<file path="src/rtl/systolic_pkg.sv">
// systolic_pkg: types and defaults shared by the
// systolic array and its input feeder.
package systolic_pkg;

  localparam int DATAWIDTH_DEF = 8;
  localparam int N_SIZE_DEF    = 3;

  typedef enum logic [1:0] {
    EMPTY,
    FILLING,
    FULL
  } bank_state_e;

  typedef enum logic [1:0] {
    IDLE,
    STREAM,
    DRAIN
  } feed_state_e;

  function automatic int idx_w(input int n);
    return (n > 1) ? $clog2(n) : 1;
  endfunction

endpackage

</file>
<file path="src/rtl/systolic_input_feeder_if.sv">
// systolic_input_feeder_if: row-pair valid/ready
// handshake into the feeder.
interface systolic_input_feeder_if #(
  parameter int DATAWIDTH = systolic_pkg::DATAWIDTH_DEF,
  parameter int N_SIZE    = systolic_pkg::N_SIZE_DEF
);

  logic                        s_valid;
  logic                        s_ready;
  logic [N_SIZE*DATAWIDTH-1:0] s_a_row;
  logic [N_SIZE*DATAWIDTH-1:0] s_b_row;

  modport master (
    output s_valid,
    output s_a_row,
    output s_b_row,
    input  s_ready
  );

  modport slave (
    input  s_valid,
    input  s_a_row,
    input  s_b_row,
    output s_ready
  );

endinterface

</file>
<file path="src/rtl/systolic_operand_bank.sv">
// systolic_operand_bank: one A/B matrix pair,
// written by rows, read as A column / B row.
module systolic_operand_bank
  import systolic_pkg::*;
#(
  parameter int DATAWIDTH = DATAWIDTH_DEF,
  parameter int N_SIZE    = N_SIZE_DEF,
  localparam int IW       = idx_w(N_SIZE),
  localparam int W        = N_SIZE*DATAWIDTH
) (
  input  logic          clk,
  input  logic          rst_n,
  input  logic          wr_en,
  input  logic [IW-1:0] wr_row,
  input  logic [W-1:0]  wr_a,
  input  logic [W-1:0]  wr_b,
  input  logic [IW-1:0] rd_k,
  output logic [W-1:0]  rd_a,
  output logic [W-1:0]  rd_b
);

  logic [N_SIZE-1:0][W-1:0] a_q, a_d;
  logic [N_SIZE-1:0][W-1:0] b_q, b_d;

  // Row write port: one row of A and B per accept.
  always_comb begin
    a_d = a_q;
    b_d = b_q;
    if (wr_en) begin
      a_d[wr_row] = wr_a;
      b_d[wr_row] = wr_b;
    end
  end

  // Storage registers.
  always_ff @(posedge clk or negedge rst_n) begin
    if (!rst_n) begin
      a_q <= '0;
      b_q <= '0;
    end else begin
      a_q <= a_d;
      b_q <= b_d;
    end
  end

  // Lane i of the A read is A[i][k]; B row k as stored.
  always_comb begin
    rd_a = '0;
    for (int i = 0; i < N_SIZE; i++) begin
      rd_a[i*DATAWIDTH +: DATAWIDTH] =
        a_q[i][int'(rd_k)*DATAWIDTH +: DATAWIDTH];
    end
    rd_b = b_q[rd_k];
  end

endmodule

</file>
<file path="src/rtl/systolic_input_feeder.sv">
// systolic_input_feeder: ping-pong operand buffer
// that streams k-beats into the systolic array.
module systolic_input_feeder
  import systolic_pkg::*;
#(
  parameter int DATAWIDTH    = DATAWIDTH_DEF,
  parameter int N_SIZE       = N_SIZE_DEF,
  parameter int DRAIN_CYCLES = 2*N_SIZE+1
) (
  input  logic                        clk,
  input  logic                        rst_n,
  systolic_input_feeder_if.slave      s,
  output logic [N_SIZE*DATAWIDTH-1:0] matrix_a_out,
  output logic [N_SIZE*DATAWIDTH-1:0] matrix_b_out,
  output logic                        valid_out,
  output logic                        busy
);

  localparam int W   = N_SIZE*DATAWIDTH;
  localparam int IW  = idx_w(N_SIZE);
  localparam int KW  = $clog2(N_SIZE+1);
  localparam int DCW = idx_w(DRAIN_CYCLES);
  localparam logic [IW-1:0] ROW_LAST = IW'(N_SIZE-1);
  localparam logic [KW-1:0] K_END    = KW'(N_SIZE);
  localparam logic [DCW-1:0] D_LAST  =
    DCW'((DRAIN_CYCLES > 0) ? DRAIN_CYCLES-1 : 0);

  feed_state_e    st_q, st_d;
  logic [KW-1:0]  k_q, k_d;
  logic [DCW-1:0] dcnt_q, dcnt_d;
  logic           rd_bank_q, rd_bank_d;
  logic           wr_bank_q, wr_bank_d;
  logic [IW-1:0]  wr_row_q, wr_row_d;
  bank_state_e    bank_q [2];
  bank_state_e    bank_d [2];
  logic           valid_q, valid_d;
  logic [W-1:0]   mat_a_q, mat_a_d;
  logic [W-1:0]   mat_b_q, mat_b_d;

  logic           wr_fire;
  logic           rd_free;
  logic           start;
  logic           emit;
  logic [IW-1:0]  rd_idx;
  logic [W-1:0]   rd_a_all [2];
  logic [W-1:0]   rd_b_all [2];

  assign s.s_ready = (bank_q[wr_bank_q] != FULL);
  assign wr_fire   = s.s_valid && s.s_ready;

  for (genvar g = 0; g < 2; g++) begin : g_bank
    systolic_operand_bank #(
      .DATAWIDTH(DATAWIDTH),
      .N_SIZE   (N_SIZE)
    ) u_bank (
      .clk   (clk),
      .rst_n (rst_n),
      .wr_en (wr_fire && (wr_bank_q == 1'(g))),
      .wr_row(wr_row_q),
      .wr_a  (s.s_a_row),
      .wr_b  (s.s_b_row),
      .rd_k  (rd_idx),
      .rd_a  (rd_a_all[g]),
      .rd_b  (rd_b_all[g])
    );
  end

  // Write side: row counter, bank toggle, bank states.
  always_comb begin
    wr_bank_d = wr_bank_q;
    wr_row_d  = wr_row_q;
    for (int i = 0; i < 2; i++) bank_d[i] = bank_q[i];
    if (wr_fire) begin
      if (wr_row_q == ROW_LAST) begin
        bank_d[wr_bank_q] = FULL;
        wr_row_d          = '0;
        wr_bank_d         = ~wr_bank_q;
      end else begin
        bank_d[wr_bank_q] = FILLING;
        wr_row_d          = wr_row_q + 1'b1;
      end
    end
    if (rd_free) bank_d[rd_bank_q] = EMPTY;
  end

  // Read side: a new stream can start from IDLE, or
  // directly at the end of a drain / zero-length drain.
  always_comb begin
    st_d      = st_q;
    k_d       = k_q;
    dcnt_d    = dcnt_q;
    rd_bank_d = rd_bank_q;
    rd_free   = 1'b0;
    start     = 1'b0;
    emit      = 1'b0;
    unique case (st_q)
      IDLE: start = (bank_q[rd_bank_q] == FULL);
      STREAM: begin
        if (k_q != K_END) begin
          emit = 1'b1;
          k_d  = k_q + 1'b1;
        end else begin
          rd_free   = 1'b1;
          rd_bank_d = ~rd_bank_q;
          if (DRAIN_CYCLES == 0) begin
            st_d  = IDLE;
            start = (bank_q[~rd_bank_q] == FULL);
          end else begin
            st_d   = DRAIN;
            dcnt_d = '0;
          end
        end
      end
      DRAIN: begin
        if (dcnt_q == D_LAST) begin
          st_d  = IDLE;
          start = (bank_q[rd_bank_q] == FULL);
        end else begin
          dcnt_d = dcnt_q + 1'b1;
        end
      end
      default: st_d = IDLE;
    endcase
    rd_idx = start ? '0 : k_q[IW-1:0];
    if (start) begin
      st_d = STREAM;
      k_d  = KW'(1);
    end
    valid_d = start || emit;
    mat_a_d = valid_d ? rd_a_all[rd_bank_d] : '0;
    mat_b_d = valid_d ? rd_b_all[rd_bank_d] : '0;
  end

  // State, counters and registered outputs.
  always_ff @(posedge clk or negedge rst_n) begin
    if (!rst_n) begin
      st_q      <= IDLE;
      k_q       <= '0;
      dcnt_q    <= '0;
      rd_bank_q <= 1'b0;
      wr_bank_q <= 1'b0;
      wr_row_q  <= '0;
      bank_q[0] <= EMPTY;
      bank_q[1] <= EMPTY;
      valid_q   <= 1'b0;
      mat_a_q   <= '0;
      mat_b_q   <= '0;
    end else begin
      st_q      <= st_d;
      k_q       <= k_d;
      dcnt_q    <= dcnt_d;
      rd_bank_q <= rd_bank_d;
      wr_bank_q <= wr_bank_d;
      wr_row_q  <= wr_row_d;
      bank_q[0] <= bank_d[0];
      bank_q[1] <= bank_d[1];
      valid_q   <= valid_d;
      mat_a_q   <= mat_a_d;
      mat_b_q   <= mat_b_d;
    end
  end

  assign valid_out    = valid_q;
  assign matrix_a_out = mat_a_q;
  assign matrix_b_out = mat_b_q;
  assign busy         = (st_q != IDLE);

endmodule

</file>
<file path="src/flat_wrapper.sv">
// flat-port wrapper written by rule: the top's interface ports become plain ports
module systolic_input_feeder_flat import systolic_pkg::*;
#(
  parameter int DATAWIDTH    = DATAWIDTH_DEF,
  parameter int N_SIZE       = N_SIZE_DEF,
  parameter int DRAIN_CYCLES = 2*N_SIZE+1
)
  (clk, rst_n, matrix_a_out, matrix_b_out, valid_out, busy, s_s_valid, s_s_a_row, s_s_b_row, s_s_ready);
  systolic_input_feeder_if #(.DATAWIDTH(DATAWIDTH), .N_SIZE(N_SIZE)) s_i ();
  input  logic clk;
  input  logic rst_n;
  output logic [N_SIZE*DATAWIDTH-1:0] matrix_a_out;
  output logic [N_SIZE*DATAWIDTH-1:0] matrix_b_out;
  output logic valid_out;
  output logic busy;
  input wire logic [$bits(s_i.s_valid)-1:0] s_s_valid;
  input wire logic [$bits(s_i.s_a_row)-1:0] s_s_a_row;
  input wire logic [$bits(s_i.s_b_row)-1:0] s_s_b_row;
  output wire logic [$bits(s_i.s_ready)-1:0] s_s_ready;
  assign s_i.s_valid = s_s_valid;
  assign s_i.s_a_row = s_s_a_row;
  assign s_i.s_b_row = s_s_b_row;
  assign s_s_ready = s_i.s_ready;
  systolic_input_feeder #(.DATAWIDTH(DATAWIDTH), .N_SIZE(N_SIZE), .DRAIN_CYCLES(DRAIN_CYCLES)) u_core (.clk(clk), .rst_n(rst_n), .s(s_i), .matrix_a_out(matrix_a_out), .matrix_b_out(matrix_b_out), .valid_out(valid_out), .busy(busy));
endmodule
</file>
<file path="config.mk">
export PLATFORM = sky130hd
export DESIGN_NAME = systolic_input_feeder_flat
export DESIGN_NICKNAME = d
export VERILOG_FILES = /design/src/rtl/systolic_pkg.sv /design/src/rtl/systolic_input_feeder_if.sv /design/src/rtl/systolic_operand_bank.sv /design/src/rtl/systolic_input_feeder.sv /design/src/flat_wrapper.sv
export SDC_FILE = /design/constraint.sdc
export NUM_CORES = 1
export LEC_CHECK = 0
export CAP_MARGIN = 10
export CELL_PAD_IN_SITES_DETAIL_PLACEMENT = 1
export CELL_PAD_IN_SITES_GLOBAL_PLACEMENT = 2
export CORE_ASPECT_RATIO = 0.5
export CORE_MARGIN = 3
export CORE_UTILIZATION = 45
export DETAILED_ROUTE_END_ITERATION = 8
export PLACE_DENSITY = 0.87
export SLEW_MARGIN = 20
export SYNTH_ARGS = -nofsm -noshare
export SYNTH_HDL_FRONTEND = slang
export SYNTH_HIERARCHICAL = 1
export SYNTH_SLANG_ARGS = --single-unit
</file>
<file path="constraint.sdc">
create_clock -name clk -period 7.2 [get_ports clk]
set_clock_uncertainty 0.2 [all_clocks]
set_input_delay 1.44 -clock clk [delete_from_list [all_inputs] [get_ports clk]]
set_output_delay 1.44 -clock clk [all_outputs]
set_load 0.01 [all_outputs]
</file>
Word level (Yosys, flattened, before mapping)
Index checks and enable logic that the tools add are counted.
Storage, ports and cells
  register bits: 352
  input bits: 51
  output and inout bits: 51
  word-level logic and storage cells: 132
Cells by class
  $add $sub $neg: 3
  magnitude comparators: 8
  equal/unequal tests: 12
  shift-type cells: 6
  muxes and demuxes: 51
  bitwise logic cells: 13
  reductions and logical operators: 16
Operators by type and width (number)
  $bwmux W72: 4
  $mux W24: 11
  $shiftx A24 B6 Y8: 6
  $bmux W24 S2: 2
  $demux W24 S2: 1
  $mux W2: 16
  $mux W4: 3
  $ne A2 B2 Y1 const B: 4
  $reduce_bool A2 Y1: 4
  $mux W1: 7
  $eq A2 B2 Y1 const B: 3
  $ge A2 B2 Y1 const B: 3
  $logic_and A1 B1 Y1: 6
  $lt A2 B3 Y1 const B: 2
  $mux W3: 2
  $not A1 Y2: 3
  $pmux W2 S3: 1
  $pmux W3 S2: 1
  $reduce_and A3 Y1: 2
  $add A2 B1 Y2 const B: 2
  $and A2 B2 Y2: 2
  $and A4 B4 Y4: 1
  $demux W2 S1: 2
  $lt A2 B1 Y1 const B: 2
  15 further kinds: 19

Logic depth before layout (Yosys ltp)
  word-level depth: 14
  gate-level depth with buffers: 12
  gate-level depth less buffers: 9

Modules after synthesis
The synthesis kept the hierarchy.
By module, submodules not included
  systolic_operand_bank (u_core.g_bank[0].u_bank): instances 1, cells each 419, area an instance 6344.8 um^2, sequential area each 3603.5 um^2
  systolic_operand_bank (u_core.g_bank[1].u_bank): instances 1, cells each 419, area an instance 6337.3 um^2, sequential area each 3603.5 um^2
  systolic_input_feeder: instances 1, cells each 298, area an instance 2820.2 um^2, sequential area each 1601.5 um^2

Least setup slack after synthesis
Ideal clock, no wire load.
  path type: input -> register
  start: input port s_s_valid
  end: register u_core/g_bank[0].u_bank/a_q[11] (netlist name)
  setup time: 0.125 ns
  data arrival time: 2.833 ns
  required time: 6.875 ns
  path slack: 4.042 ns
  stages: 5
  path buffers: 2
  cell sequence: nor3b_1 nor3b_2 buf_4 buf_4 mux2_2
Between the ends
  cells in the longest elaborated chain, start to end: 2
Ends and longest elaborated chain
  start: declaration: RTL line flat_wrapper.sv:16  | input wire logic [$bits(s_i.s_valid)-1:0] s_s_valid;
  $logic_and A1 B1 Y1: RTL line systolic_input_feeder.sv:49  | assign wr_fire = s.s_valid && s.s_ready;
  $logic_and A1 B1 Y1: RTL line systolic_input_feeder.sv:58  | .wr_en (wr_fire && (wr_bank_q == 1'(g))),
  end signal: assignment: RTL line systolic_operand_bank.sv:38  | a_q <= '0;
  end signal: assignment: RTL line systolic_operand_bank.sv:41  | a_q <= a_d;
  end: declaration: RTL line systolic_operand_bank.sv:22  | logic [N_SIZE-1:0][W-1:0] a_q, a_d;
Every way passes these cells.
A chain may end at the register's enable or synchronous reset.

==> results_dict.tcl <==
set metrics [dict create \
    ys_seq_elements 352 \
    clock_sinks 352 \
    setup_violations 0 \
    p_leak_nw 7.56 \
    cts_hold_buf 0 \
    endpoint_kind "flip-flop" \
    num_rows 47 \
    cts_root_buffer "clkbuf_16" \
    syn_inst 1136 \
    area_delta_synth_final_pct 15.8 \
    worstMarginPinSlew_ps 1020 \
    clockBufferDepth 3 \
    cts_repair_resize_count 0 \
    critical_path_buf_inv_count 3 \
    yosysSeqAreaShare 0.568 \
    yosysTopAreaCell "dfrtp_1" \
    drt-total-wl_um 37900 \
    required_ps 7450 \
    irDropWorstVdd_mv 0.447 \
    htree_levels 2 \
    status "completed" \
    worst-path-max-fanout 51 \
    syn_area_per_cell_um2 13.6 \
    hold_violations 0 \
    wire_per_inst_um 22.6 \
    viasPerCell 5.66 \
    crit_top_cell "buf_4" \
    synth.area.top_cells "dfrtp_1 57%, mux2_2 21%, mux2i_1 6.3%" \
    utilization 0.536 \
    postCtsSetupRepairBufs 0 \
    yosysWarnings 6 \
    ant_nets 0 \
    regArea_um2 8810 \
    fin_crit_sh 0.562 \
    grt-ovfl-total 0 \
    synth_edf_count 0 \
    crit_family "buffers and inverters" \
    synth_top_flop_cell "dfrtp_1" \
    die_area_um2 36800 \
    cts.clk_slew.worst_paths_ps 60 \
    first_global_vias 10723 \
    drive_gt1_frac 0.305 \
    synth_common_cells "352 x dfrtp_1, 286 x mux2_2, 104 x nand2_1, 98 x mux2i_1, 96 x o2bb2ai_1" \
    synth_area_um2 15500 \
    finalSetupTns_ps 0 \
    slew_headroom 0.317 \
    fin_nets 1271 \
    powerDensity_nw_per_um2 471 \
    coreArea_um2 33500 \
    drc 0 \
    clk_latency_ps 520 \
    n_antenna_cell 0 \
    slowest_delay_ps 850 \
    layout_min_cycle_time_ps 4040 \
    fin_hold_ws_ps 299 \
    crit_slowest_cell "buf_4" \
    vias 9496 \
    path_class "reg2reg" \
    synth_nets 1193 \
    numCtsBuffers 34 \
    synthArstFlopShare 1.00 \
    hold_class "reg2reg" \
    rsz0062_at_grt "no" \
    track_usage 0.210 \
    cts_tree "built" \
    fmax_mhz 247 \
    finalMaxSlewViolations 0 \
    dieHeight_um 137 \
    multi_input_area_um2 6290 \
    yosysUniqueCellTypes 37 \
    grt_max_degree 161 \
    fillers 3268 \
    num_io_pins 102 \
    antenna_found_initial 0 \
    synth_top_cell_area_share 0.568 \
    port_buffers 101 \
    initial_utilization 0.462 \
    drv_cap 0 \
    cp-start-kind "flip-flop" \
    grt_pass1_wl_um 60400 \
    dp_hpwl_um 21200 \
    die_w_um 268 \
    drt_iter0_drc 434 \
    crit_chain "inv_1 -> ha_1 -> and3_1 -> a2bb2oi_4 -> nor2b_4 -> buf_4 -> buf_4 -> mux2i_1 -> o2bb2ai_1 -> nand2_1 -> a21oi_1" \
    drt-pass1-iter-count 4 \
    gp_congestion 0.712 \
    synth.most_common_cell "dfrtp_1" \
    arrival_ps 4290 \
]
==> worst reg2reg max path, stage by stage, from the launching register on <==
cell	delay [ps]
dfrtp_1	420
inv_1	110
ha_1	260
and3_1	220
a2bb2oi_4	200
nor2b_4	120
buf_4	750
buf_4	890
mux2i_1	270
o2bb2ai_1	240
nand2_1	120
a21oi_1	170
==> cell usage in the layout (no fill, tap or decap), types with 2 or more instances in the layout <==
| cell type | count |
|---|---|
| nand3b_1 | 5 |
| nor3b_4 | 2 |
| dfrtp_1 | 352 |
| mux2_2 | 286 |
| ha_1 | 6 |
| nor2b_1 | 4 |
| mux2i_1 | 98 |
| clkbuf_8 | 5 |
| nand2b_1 | 4 |
| a22o_1 | 3 |
| o21ai_0 | 7 |
| o2bb2ai_1 | 96 |
| nand2_1 | 104 |
| a21oi_2 | 9 |
| buf_4 | 17 |
| a31oi_1 | 4 |
| nand4_1 | 2 |
| nor2_1 | 8 |
| clkinv_2 | 6 |
| mux2_1 | 4 |
| bufinv_16 | 3 |
| a21oi_1 | 40 |
| and3_1 | 2 |
| clkdlybuf4s50_1 | 100 |
| inv_1 | 5 |
| clkbuf_1 | 6 |
| nor2b_4 | 5 |
| clkbuf_16 | 35 |
==> path summary, 6_finish.rpt <==
check	start	end	slack, ps	cells past startpoint
worst max-delay path	u_core/st_q[0]	u_core/matrix_a_out[21]	3160	11
min in group asynchronous	rst_n	u_core/g_bank[1].u_bank/b_q[11]	640	1
worst min-delay path	u_core/g_bank[1].u_bank/b_q[68]	u_core/g_bank[1].u_bank/b_q[68]	300	1
worst max register to register	u_core/st_q[0]	u_core/matrix_a_out[21]	3160	11
max in group asynchronous	rst_n	u_core/g_bank[0].u_bank/b_q[9]	4800	2
worst min register to register	u_core/g_bank[1].u_bank/b_q[68]	u_core/g_bank[1].u_bank/b_q[68]	300	1
==> per-layer routing <==
layer	share of wire	vias to the layer above	global-route usage
met5	0	-	0
met2	0.50	124	0.365
met3	0.030	62	0.0293
li1	-	4254	-
met1	0.45	5056	0.278
met4	0.019	0	0.0586
==> area by class of cell <==
class / count / area share
well taps: 441 / 0.0307
multi-input cells: 701 / 0.351
clock buffers: 46 / 0.0539
clock inverters: 12 / 0.00808
repair buffers: 119 / 0.0648
inverters: 6 / 0.00125
flip-flops and latches: 352 / 0.491
==> state kept, by name, indices dropped and copies added, names as in the netlist <==
signal / cells
u_core/bank_q: 4
u_core/g_bank.u_bank/a_q: 144
u_core/matrix_b_out: 24
u_core/valid_out: 1
u_core/st_q: 2
u_core/k_q: 2
u_core/dcnt_q: 3
u_core/wr_bank_q: 1
u_core/matrix_a_out: 24
u_core/wr_row_q: 2
u_core/g_bank.u_bank/b_q: 144
u_core/rd_bank_q: 1
==> stage by stage <==
step,cell area (um^2),power [W],worst slack [ps],std cells
2_1_floorplan,15500,0.00566,4040,1136
3_3_place_gp,16800,0.00642,3030,1619
3_5_place_dp,16800,0.00666,2940,1619
4_1_cts,18000,0.00853,3140,1677
5_1_grt,18000,0.00898,2940,1677
6_report,18000,0.00845,3160,1677
==> power breakdown <==
| part | leakage, nW | internal, W | switching [W] |
|---|---|---|---|
| clock | 0.549 | 0.00105 | 0.000754 |
| sequential | 4.31 | 0.00290 | 0.000508 |
| combinational | 2.70 | 0.00158 | 0.00165 |
==> logic make-up after synthesis <==
group                    synth area share
adder cells (fa/ha/maj)           0.00484
multiplexers                        0.274
AO/OA/AOI/OAI                      0.0816
XOR/XNOR                         0.000565
AND/OR/NAND/NOR                    0.0408
buffers and inverters              0.0300
flip-flops                          0.568
No activity file was read; power rests on OpenSTA's default activity.
